===== config.mk =====
export PLATFORM = sky130hd
export DESIGN_NAME = abs_diff_err_monitor_flat
export DESIGN_NICKNAME = d
export VERILOG_FILES = /design/src/rtl/abs_diff_err_monitor_if.sv /design/src/rtl/abs_diff_err_monitor.sv /design/src/flat_wrapper.sv
export SDC_FILE = /design/constraint.sdc
export NUM_CORES = 1
export LEC_CHECK = 0
export ABC_AREA = 1
export ABC_CLOCK_PERIOD_IN_PS = 3330
export CORE_MARGIN = 5
export CORE_UTILIZATION = 52
export CTS_CLUSTER_DIAMETER = 200
export DETAILED_ROUTE_END_ITERATION = 10
export PLACE_DENSITY_LB_ADDON = 0.1
export SYNTH_ARGS = -nofsm -noshare
export SYNTH_HDL_FRONTEND = slang
export SYNTH_SLANG_ARGS = --single-unit

===== constraint.sdc =====
create_clock -name clk -period 3.33 [get_ports clk]
set_input_delay 0.666 -clock clk [delete_from_list [all_inputs] [get_ports clk]]
set_output_delay 0.666 -clock clk [all_outputs]
set_load 0.01 [all_outputs]

===== src/rtl/abs_diff_err_monitor_if.sv =====
// rtl/abs_diff_err_monitor_if.sv - sample/result stream bundle for the abs-diff error monitor
interface abs_diff_err_monitor_if #(
  parameter int W     = 4,
  parameter int OUT_W = 5
);
  logic             in_valid;
  logic             in_ready;
  logic [W-1:0]     in_a;
  logic [W-1:0]     in_b;
  logic [W-1:0]     sweep_a;
  logic [W-1:0]     sweep_b;
  logic [OUT_W-1:0] in_approx;
  logic             out_valid;
  logic             out_ready;
  logic [OUT_W-1:0] out_exact;
  logic [OUT_W-1:0] out_err;
  logic             out_viol;

  modport master (
    output in_valid, in_a, in_b, in_approx, out_ready,
    input  in_ready, sweep_a, sweep_b, out_valid, out_exact, out_err, out_viol
  );

  modport slave (
    input  in_valid, in_a, in_b, in_approx, out_ready,
    output in_ready, sweep_a, sweep_b, out_valid, out_exact, out_err, out_viol
  );
endinterface


===== src/rtl/abs_diff_err_monitor.sv =====
// rtl/abs_diff_err_monitor.sv - pipelined exact-vs-approximate |a-b| error monitor
// Two-stage elastic pipeline with saturating statistics and an optional exhaustive sweep source.
module abs_diff_err_monitor #(
  parameter int W     = 4,
  parameter int OUT_W = 5,
  parameter int ET    = 6,
  parameter int CNT_W = 16,
  parameter int MODE  = 0
) (
  input  logic                 clk,
  input  logic                 rst,
  input  logic                 start,
  input  logic                 clear,
  abs_diff_err_monitor_if.slave bus,
  output logic [OUT_W-1:0]     max_err,
  output logic [CNT_W-1:0]     viol_cnt,
  output logic [CNT_W-1:0]     sample_cnt,
  output logic                 sweep_busy,
  output logic                 sweep_done
);
  localparam int IW = 2 * W;
  localparam logic [IW-1:0]    IDX_MAX = '1;
  localparam logic [CNT_W-1:0] CNT_MAX = '1;

  typedef enum logic [1:0] {IDLE, SWEEP, DRAIN, DONE} state_t;

  state_t            state_q, state_d;
  logic [IW-1:0]     idx_q, idx_d;
  logic              s1_v_q, s1_v_d;
  logic [W-1:0]      s1_a_q, s1_a_d, s1_b_q, s1_b_d;
  logic [OUT_W-1:0]  s1_apx_q, s1_apx_d;
  logic              s2_v_q, s2_v_d;
  logic [OUT_W-1:0]  s2_exact_q, s2_exact_d, s2_err_q, s2_err_d;
  logic              s2_viol_q, s2_viol_d;
  logic [OUT_W-1:0]  max_err_q, max_err_d;
  logic [CNT_W-1:0]  viol_cnt_q, viol_cnt_d, sample_cnt_q, sample_cnt_d;

  logic              s2_adv, s1_adv, s1_free, src_valid, load, retire, sweep_start, clr;
  logic [W-1:0]      src_a, src_b, diff;
  logic [OUT_W-1:0]  exact, err_lo, err;
  logic [OUT_W:0]    err_wide;

  always_comb begin
    s2_adv      = !s2_v_q || bus.out_ready;
    s1_adv      = s1_v_q && s2_adv;
    s1_free     = !s1_v_q || s2_adv;
    src_valid   = (MODE == 1) ? (state_q == SWEEP) : bus.in_valid;
    src_a       = (MODE == 1) ? idx_q[IW-1:W] : bus.in_a;
    src_b       = (MODE == 1) ? idx_q[W-1:0]  : bus.in_b;
    load        = src_valid && s1_free;
    retire      = s2_v_q && bus.out_ready;
    sweep_start = (MODE == 1) && start && ((state_q == IDLE) || (state_q == DONE));
    clr         = clear || sweep_start;

    // Error is formed one bit wider so a negative difference can be folded back to a magnitude.
    diff     = (s1_a_q >= s1_b_q) ? (s1_a_q - s1_b_q) : (s1_b_q - s1_a_q);
    exact    = OUT_W'(diff);
    err_wide = {1'b0, exact} - {1'b0, s1_apx_q};
    err_lo   = err_wide[OUT_W-1:0];
    err      = err_wide[OUT_W] ? (OUT_W'(0) - err_lo) : err_lo;
  end

  always_comb begin
    s1_v_d   = s1_v_q;
    s1_a_d   = s1_a_q;
    s1_b_d   = s1_b_q;
    s1_apx_d = s1_apx_q;
    if (load) begin
      s1_v_d   = 1'b1;
      s1_a_d   = src_a;
      s1_b_d   = src_b;
      s1_apx_d = bus.in_approx;
    end else if (s1_adv) begin
      s1_v_d   = 1'b0;
    end

    s2_v_d     = s2_v_q;
    s2_exact_d = s2_exact_q;
    s2_err_d   = s2_err_q;
    s2_viol_d  = s2_viol_q;
    if (s2_adv) begin
      s2_v_d     = s1_v_q;
      s2_exact_d = exact;
      s2_err_d   = err;
      s2_viol_d  = int'(err) > ET;
    end
  end

  always_comb begin
    max_err_d    = max_err_q;
    viol_cnt_d   = viol_cnt_q;
    sample_cnt_d = sample_cnt_q;
    if (clr) begin
      max_err_d    = '0;
      viol_cnt_d   = '0;
      sample_cnt_d = '0;
    end else if (retire) begin
      if (sample_cnt_q != CNT_MAX) sample_cnt_d = sample_cnt_q + CNT_W'(1);
      if (s2_viol_q && (viol_cnt_q != CNT_MAX)) viol_cnt_d = viol_cnt_q + CNT_W'(1);
      if (s2_err_q > max_err_q) max_err_d = s2_err_q;
    end
  end

  always_comb begin
    state_d = state_q;
    idx_d   = idx_q;
    case (state_q)
      IDLE, DONE: begin
        if (sweep_start) begin
          state_d = SWEEP;
          idx_d   = '0;
        end
      end
      SWEEP: begin
        if (load) begin
          idx_d = idx_q + IW'(1);
          if (idx_q == IDX_MAX) state_d = DRAIN;
        end
      end
      DRAIN: begin
        if (!s1_v_q && !s2_v_q) state_d = DONE;
      end
      default: state_d = IDLE;
    endcase
  end

  always_ff @(posedge clk) begin
    if (rst) begin
      state_q      <= IDLE;
      idx_q        <= '0;
      s1_v_q       <= 1'b0;
      s1_a_q       <= '0;
      s1_b_q       <= '0;
      s1_apx_q     <= '0;
      s2_v_q       <= 1'b0;
      s2_exact_q   <= '0;
      s2_err_q     <= '0;
      s2_viol_q    <= 1'b0;
      max_err_q    <= '0;
      viol_cnt_q   <= '0;
      sample_cnt_q <= '0;
    end else begin
      state_q      <= state_d;
      idx_q        <= idx_d;
      s1_v_q       <= s1_v_d;
      s1_a_q       <= s1_a_d;
      s1_b_q       <= s1_b_d;
      s1_apx_q     <= s1_apx_d;
      s2_v_q       <= s2_v_d;
      s2_exact_q   <= s2_exact_d;
      s2_err_q     <= s2_err_d;
      s2_viol_q    <= s2_viol_d;
      max_err_q    <= max_err_d;
      viol_cnt_q   <= viol_cnt_d;
      sample_cnt_q <= sample_cnt_d;
    end
  end

  // in_ready is held low during reset so every output reads zero while rst is high.
  assign bus.in_ready  = (MODE == 0) && !rst && s1_free;
  assign bus.sweep_a   = (MODE == 1) ? idx_q[IW-1:W] : '0;
  assign bus.sweep_b   = (MODE == 1) ? idx_q[W-1:0]  : '0;
  assign bus.out_valid = s2_v_q;
  assign bus.out_exact = s2_exact_q;
  assign bus.out_err   = s2_err_q;
  assign bus.out_viol  = s2_viol_q;
  assign max_err       = max_err_q;
  assign viol_cnt      = viol_cnt_q;
  assign sample_cnt    = sample_cnt_q;
  assign sweep_busy    = (state_q == SWEEP) || (state_q == DRAIN);
  assign sweep_done    = (state_q == DONE);
endmodule


===== src/flat_wrapper.sv =====
// flat-port wrapper written by rule: the top's interface ports become plain ports
module abs_diff_err_monitor_flat 
#(
  parameter int W     = 4,
  parameter int OUT_W = 5,
  parameter int ET    = 6,
  parameter int CNT_W = 16,
  parameter int MODE  = 0
)
  (clk, rst, start, clear, max_err, viol_cnt, sample_cnt, sweep_busy, sweep_done, bus_in_valid, bus_in_a, bus_in_b, bus_in_approx, bus_out_ready, bus_in_ready, bus_sweep_a, bus_sweep_b, bus_out_valid, bus_out_exact, bus_out_err, bus_out_viol);
  abs_diff_err_monitor_if #(.W(W), .OUT_W(OUT_W)) bus_i ();
  input  logic clk;
  input  logic rst;
  input  logic start;
  input  logic clear;
  output logic [OUT_W-1:0] max_err;
  output logic [CNT_W-1:0] viol_cnt;
  output logic [CNT_W-1:0] sample_cnt;
  output logic sweep_busy;
  output logic sweep_done;
  input wire logic [$bits(bus_i.in_valid)-1:0] bus_in_valid;
  input wire logic [$bits(bus_i.in_a)-1:0] bus_in_a;
  input wire logic [$bits(bus_i.in_b)-1:0] bus_in_b;
  input wire logic [$bits(bus_i.in_approx)-1:0] bus_in_approx;
  input wire logic [$bits(bus_i.out_ready)-1:0] bus_out_ready;
  output wire logic [$bits(bus_i.in_ready)-1:0] bus_in_ready;
  output wire logic [$bits(bus_i.sweep_a)-1:0] bus_sweep_a;
  output wire logic [$bits(bus_i.sweep_b)-1:0] bus_sweep_b;
  output wire logic [$bits(bus_i.out_valid)-1:0] bus_out_valid;
  output wire logic [$bits(bus_i.out_exact)-1:0] bus_out_exact;
  output wire logic [$bits(bus_i.out_err)-1:0] bus_out_err;
  output wire logic [$bits(bus_i.out_viol)-1:0] bus_out_viol;
  assign bus_i.in_valid = bus_in_valid;
  assign bus_i.in_a = bus_in_a;
  assign bus_i.in_b = bus_in_b;
  assign bus_i.in_approx = bus_in_approx;
  assign bus_i.out_ready = bus_out_ready;
  assign bus_in_ready = bus_i.in_ready;
  assign bus_sweep_a = bus_i.sweep_a;
  assign bus_sweep_b = bus_i.sweep_b;
  assign bus_out_valid = bus_i.out_valid;
  assign bus_out_exact = bus_i.out_exact;
  assign bus_out_err = bus_i.out_err;
  assign bus_out_viol = bus_i.out_viol;
  abs_diff_err_monitor #(.W(W), .OUT_W(OUT_W), .ET(ET), .CNT_W(CNT_W), .MODE(MODE)) u_core (.clk(clk), .rst(rst), .start(start), .clear(clear), .bus(bus_i), .max_err(max_err), .viol_cnt(viol_cnt), .sample_cnt(sample_cnt), .sweep_busy(sweep_busy), .sweep_done(sweep_done));
endmodule

==> results by group <==
Run status
  • Status: complete, no violations

Power and ir drop
  • Leakage: just over 2 nW
  • VDD IR max: between 0.0003 and 0.0004 V
  • Power per Cell Area: ~500 nW/um2
  • Overall Power: 2.573 mW

Worst hold path
  • Hold crit path type: reg2reg
  • Worst hold start: u_core.s1_a_q[2]$_SDFFE_PP0P_
  • Worst Hold End: u_core.s1_a_q[2]$_SDFFE_PP0P_
  • Hold depth: 2

Worst setup path
  • R2R depth: 23
  • Crit path kind: reg2reg
  • Most used cell, CP: nand2_1
  • Reg2reg start: u_core.s1_b_q[0]$_SDFFE_PP0P_
  • Flop2flop setup slack: approximately 170 ps
  • Critical Path, Cell by Cell: ha_4, inv_2, fa_2, nand2_2, inv_1, nor2_1, nand2_1, a21oi_2, inv_2, nand2_2, nand2_2, fa_1, inv_2, ha_2, inv_2, a21oi_2, nand3_1, nand2_1, nand2_1, nand2_1, nand2_1, nand2_1, a21oi_1
  • WP data required: between 3000 and 4000 ps
  • Nature of the critical path startpoint: flop
  • R2r endpoint: u_core.bus.out_viol$_SDFFE_PP0P_
  • CP arrival: 3400 ps
  • CP Max Fanout: 4
  • Worst setup EP type: flop
  • CP max stage delay: 490 ps
  • Slowest stage cell on the critical path: fa_1

Placement
  • Setup WS pre-CTS: -35.52 ps
  • Global placer's final weighted congestion: 0.8515
  • Port Buffer Count: about 70
  • Placed Cells: roughly 740
  • HPWL Detailed: 6.836 mm

Detailed routing
  • Number of DRC violations after detailed-routing iteration 0: ~110
  • Drt first pass iters: 4
  • Routed length per placed instance: 11.99 um
  • WL met3: ~360 um
  • Antenna Nets Post-Route: 0
  • Top Layer Used: met4
  • # DRC: 0
  • Vias per Instance: 4.988
  • Wire length on met2: 4.389 mm
  • Routed vias: 3776
  • Metal-1 WL: approximately 4.1 mm
  • WL final: 9.078 mm

STA
  • Part of the cycle the worst path needs: 0.9498
  • Worst setup margin: ~170 ps
  • Hold Vio Cnt, Final: 0
  • Setup TNS: 0 ps
  • Tmin final: approximately 3200 ps
  • Slew HR: 0.5247
  • Final Skew: around 8.3 ps
  • Measured slew at the worst slew-check pin: approximately 700 ps
  • Hold_ws: 481.1 ps
  • Endpoints failing setup: 0
  • Max Slew Vio Count: 0
  • FMAX: ~0.32 GHz

Synthesis
  • Share of synthesized registers carrying an async set or reset: 0
  • Avg Synthesized Cell Area: slightly above 7 um2
  • Top cells by area, synth: dfxtp_1 (35%), nand2_1 (11%), ha_1 (7.3%)
  • Most frequent cell after synthesis: nand2_1
  • Synth Warn #: 0
  • Synth area leader: dfxtp_1
  • Post-synth top flop: dfxtp_1
  • Post-synth EDFFs: 0
  • Sequential area share after synthesis: 0.3522
  • Flip-flop and latch count after synthesis: 72
  • Synth cell types: 40
  • Area share of the largest cell type after synthesis: 0.3522
  • Mapped Area: between 4000 and 5000 um2
  • Post-Syn Instances: a little under 600
  • Commonest cells in the netlist: nand2_1 (118), inv_1 (76), dfxtp_1 (72)

Layout
  • Number of diodes: 0
  • Fillers: 680
  • NumNets Final: around 700
  • Non-Filler Instances: roughly 760
  • Proportion of layout cells with a drive suffix above 1: 0.09466
  • Area delta synth->final: 24.95%

Clock network
  • Depth of the CTS H-tree: 3
  • TritonCTS clock tree: yes
  • Post-CTS Hold Buffers: 0
  • Clock-pin transition on the worst setup and hold timing paths: 70 ps
  • CTS Buffer Depth: 2
  • Clock net sink count: slightly above 70
  • Later-pin clock latency in the skew report: around 350 ps
  • Num CTS Buffers: 9
  • Clock root buffer: clkbuf_8

Die
  • Die Y: ~100 um
  • Num rows: 32
  • Initial Util: 0.5324
  • Total core area: approximately 7700 um2
  • Die area: 9745 um2
  • Die Wd: 98.72 um
  • Ports: 79

Global routing
  • Total track usage: 0.1874
  • Initial antenna violation count: 0
  • First-pass GRT wire length: 15.28 mm
  • Vias in the first global route: between 3000 and 4000
  • Grt ovf: 0
  • Largest net degree at the start of global routing: 28

Run
  • Max Cap Viol: 0
## state kept, by name, indices dropped and copies added, names as in the netlist
name and cells:
u_core.sample_cnt 16, u_core.viol_cnt 16, u_core.idx_q 8, u_core.bus.out_err 5, u_core.max_err 5, u_core.s1_apx_q 5, u_core.bus.out_exact 4, u_core.s1_a_q 4
u_core.s1_b_q 4, u_core.state_q 2, u_core.bus.out_valid 1, u_core.bus.out_viol 1, u_core.s1_v_q 1
## worst max-delay path, delay by kind of cell, from the launching register on
family                     cells  cell delay [ps]
adders and majority gates      4             1180
and+or+nand+nor               11              800
DFF                            1              390
AOI/OAI and AO/OA              3              380
buffers and inverters          5              280
## final cells by class
type	count	area, um2	area share
clock inverter	3	42.54	0.008319
clock buffer	12	145.1	0.02838
multi-input combinational	412	2318	0.4534
sequential	72	1443	0.2821
timing repair buffer	75	733.2	0.1434
inverter	81	304.0	0.05946
tap	102	127.6	0.02496
## power by group
part	internal, mW	switching [mW]	total, mW
combinational	0.396	0.515	0.911
sequential	0.930	0.0594	0.989
clock	0.362	0.311	0.673
total	1.69	0.885	2.57
## placed cells by master, fill, tap and decap left out, types with 10 or more instances in the layout
| master | synthesis | layout |
|---|---|---|
| nand2_1 | 118 | 114 |
| inv_1 | 76 | 71 |
| dfxtp_1 | 72 | 71 |
| clkdlybuf4s50_1 | 0 | 68 |
| nor2_1 | 58 | 56 |
| a21oi_1 | 57 | 55 |
| nand3_1 | 37 | 36 |
| o21ai_0 | 35 | 35 |
| ha_1 | 24 | 21 |
| xor2_1 | 13 | 13 |
| nor3_1 | 12 | 12 |
| nand2_2 | 6 | 10 |
| inv_2 | 5 | 10 |
| clkbuf_8 | 0 | 10 |
## timing repair
| action | in CTS | in global routing |
|---|---|---|
| pin swaps | 0 | 12 |
| setup endpoints to repair | 1 | 5 |
| setup buffers | 0 | 4 |
| gates resized for setup | 1 | 20 |
| endpoints found under the hold margin | 0 | 0 |
## through the flow
step / utilization / instance area [um2]
global route: 0.6652 / 5114
floorplan: - / 4123
detailed placement: 0.6286 / 4832
global placement: 0.6286 / 4832
finish: 0.6652 / 5114
CTS: 0.6535 / 5024
## routing by layer
metal,GRT usage,vias to the layer above
li1,-,1997
met1,0.2215,1691
met2,0.3271,72
met3,0.03680,16
met4,0.08508,0
met5,0,-
## kinds of logic (layout without fill, tap and decap cells)
logic type / after synthesis / after routing / synth area share
AO/OA/AOI/OAI: 104 / 104 / 0.1400
XOR/XNOR: 20 / 20 / 0.04280
adder cells (fa/ha/maj): 27 / 27 / 0.08805
buffers and inverters: 101 / 171 / 0.1039
flip-flops: 72 / 72 / 0.3522
other: 1 / 9 / 0.0009163
AND/OR/NAND/NOR: 252 / 252 / 0.2721
## how the worst max path moves through the flow
stage	start	to	slack, ps	cells after the start
2_1_floorplan	u_core.s1_a_q[0]$_SDFFE_PP0P_	u_core.bus.out_viol$_SDFFE_PP0P_	360	24
3_3_place_gp	u_core.s1_a_q[0]$_SDFFE_PP0P_	u_core.bus.out_viol$_SDFFE_PP0P_	120	24
3_5_place_dp	u_core.s1_a_q[0]$_SDFFE_PP0P_	u_core.bus.out_viol$_SDFFE_PP0P_	-40	24
4_1_cts	u_core.s1_a_q[0]$_SDFFE_PP0P_	u_core.bus.out_viol$_SDFFE_PP0P_	40	24
5_1_grt	u_core.s1_b_q[0]$_SDFFE_PP0P_	u_core.bus.out_viol$_SDFFE_PP0P_	-40	22
6_report	u_core.s1_b_q[0]$_SDFFE_PP0P_	u_core.bus.out_viol$_SDFFE_PP0P_	170	23
Power figures use the tool's default switching activity.
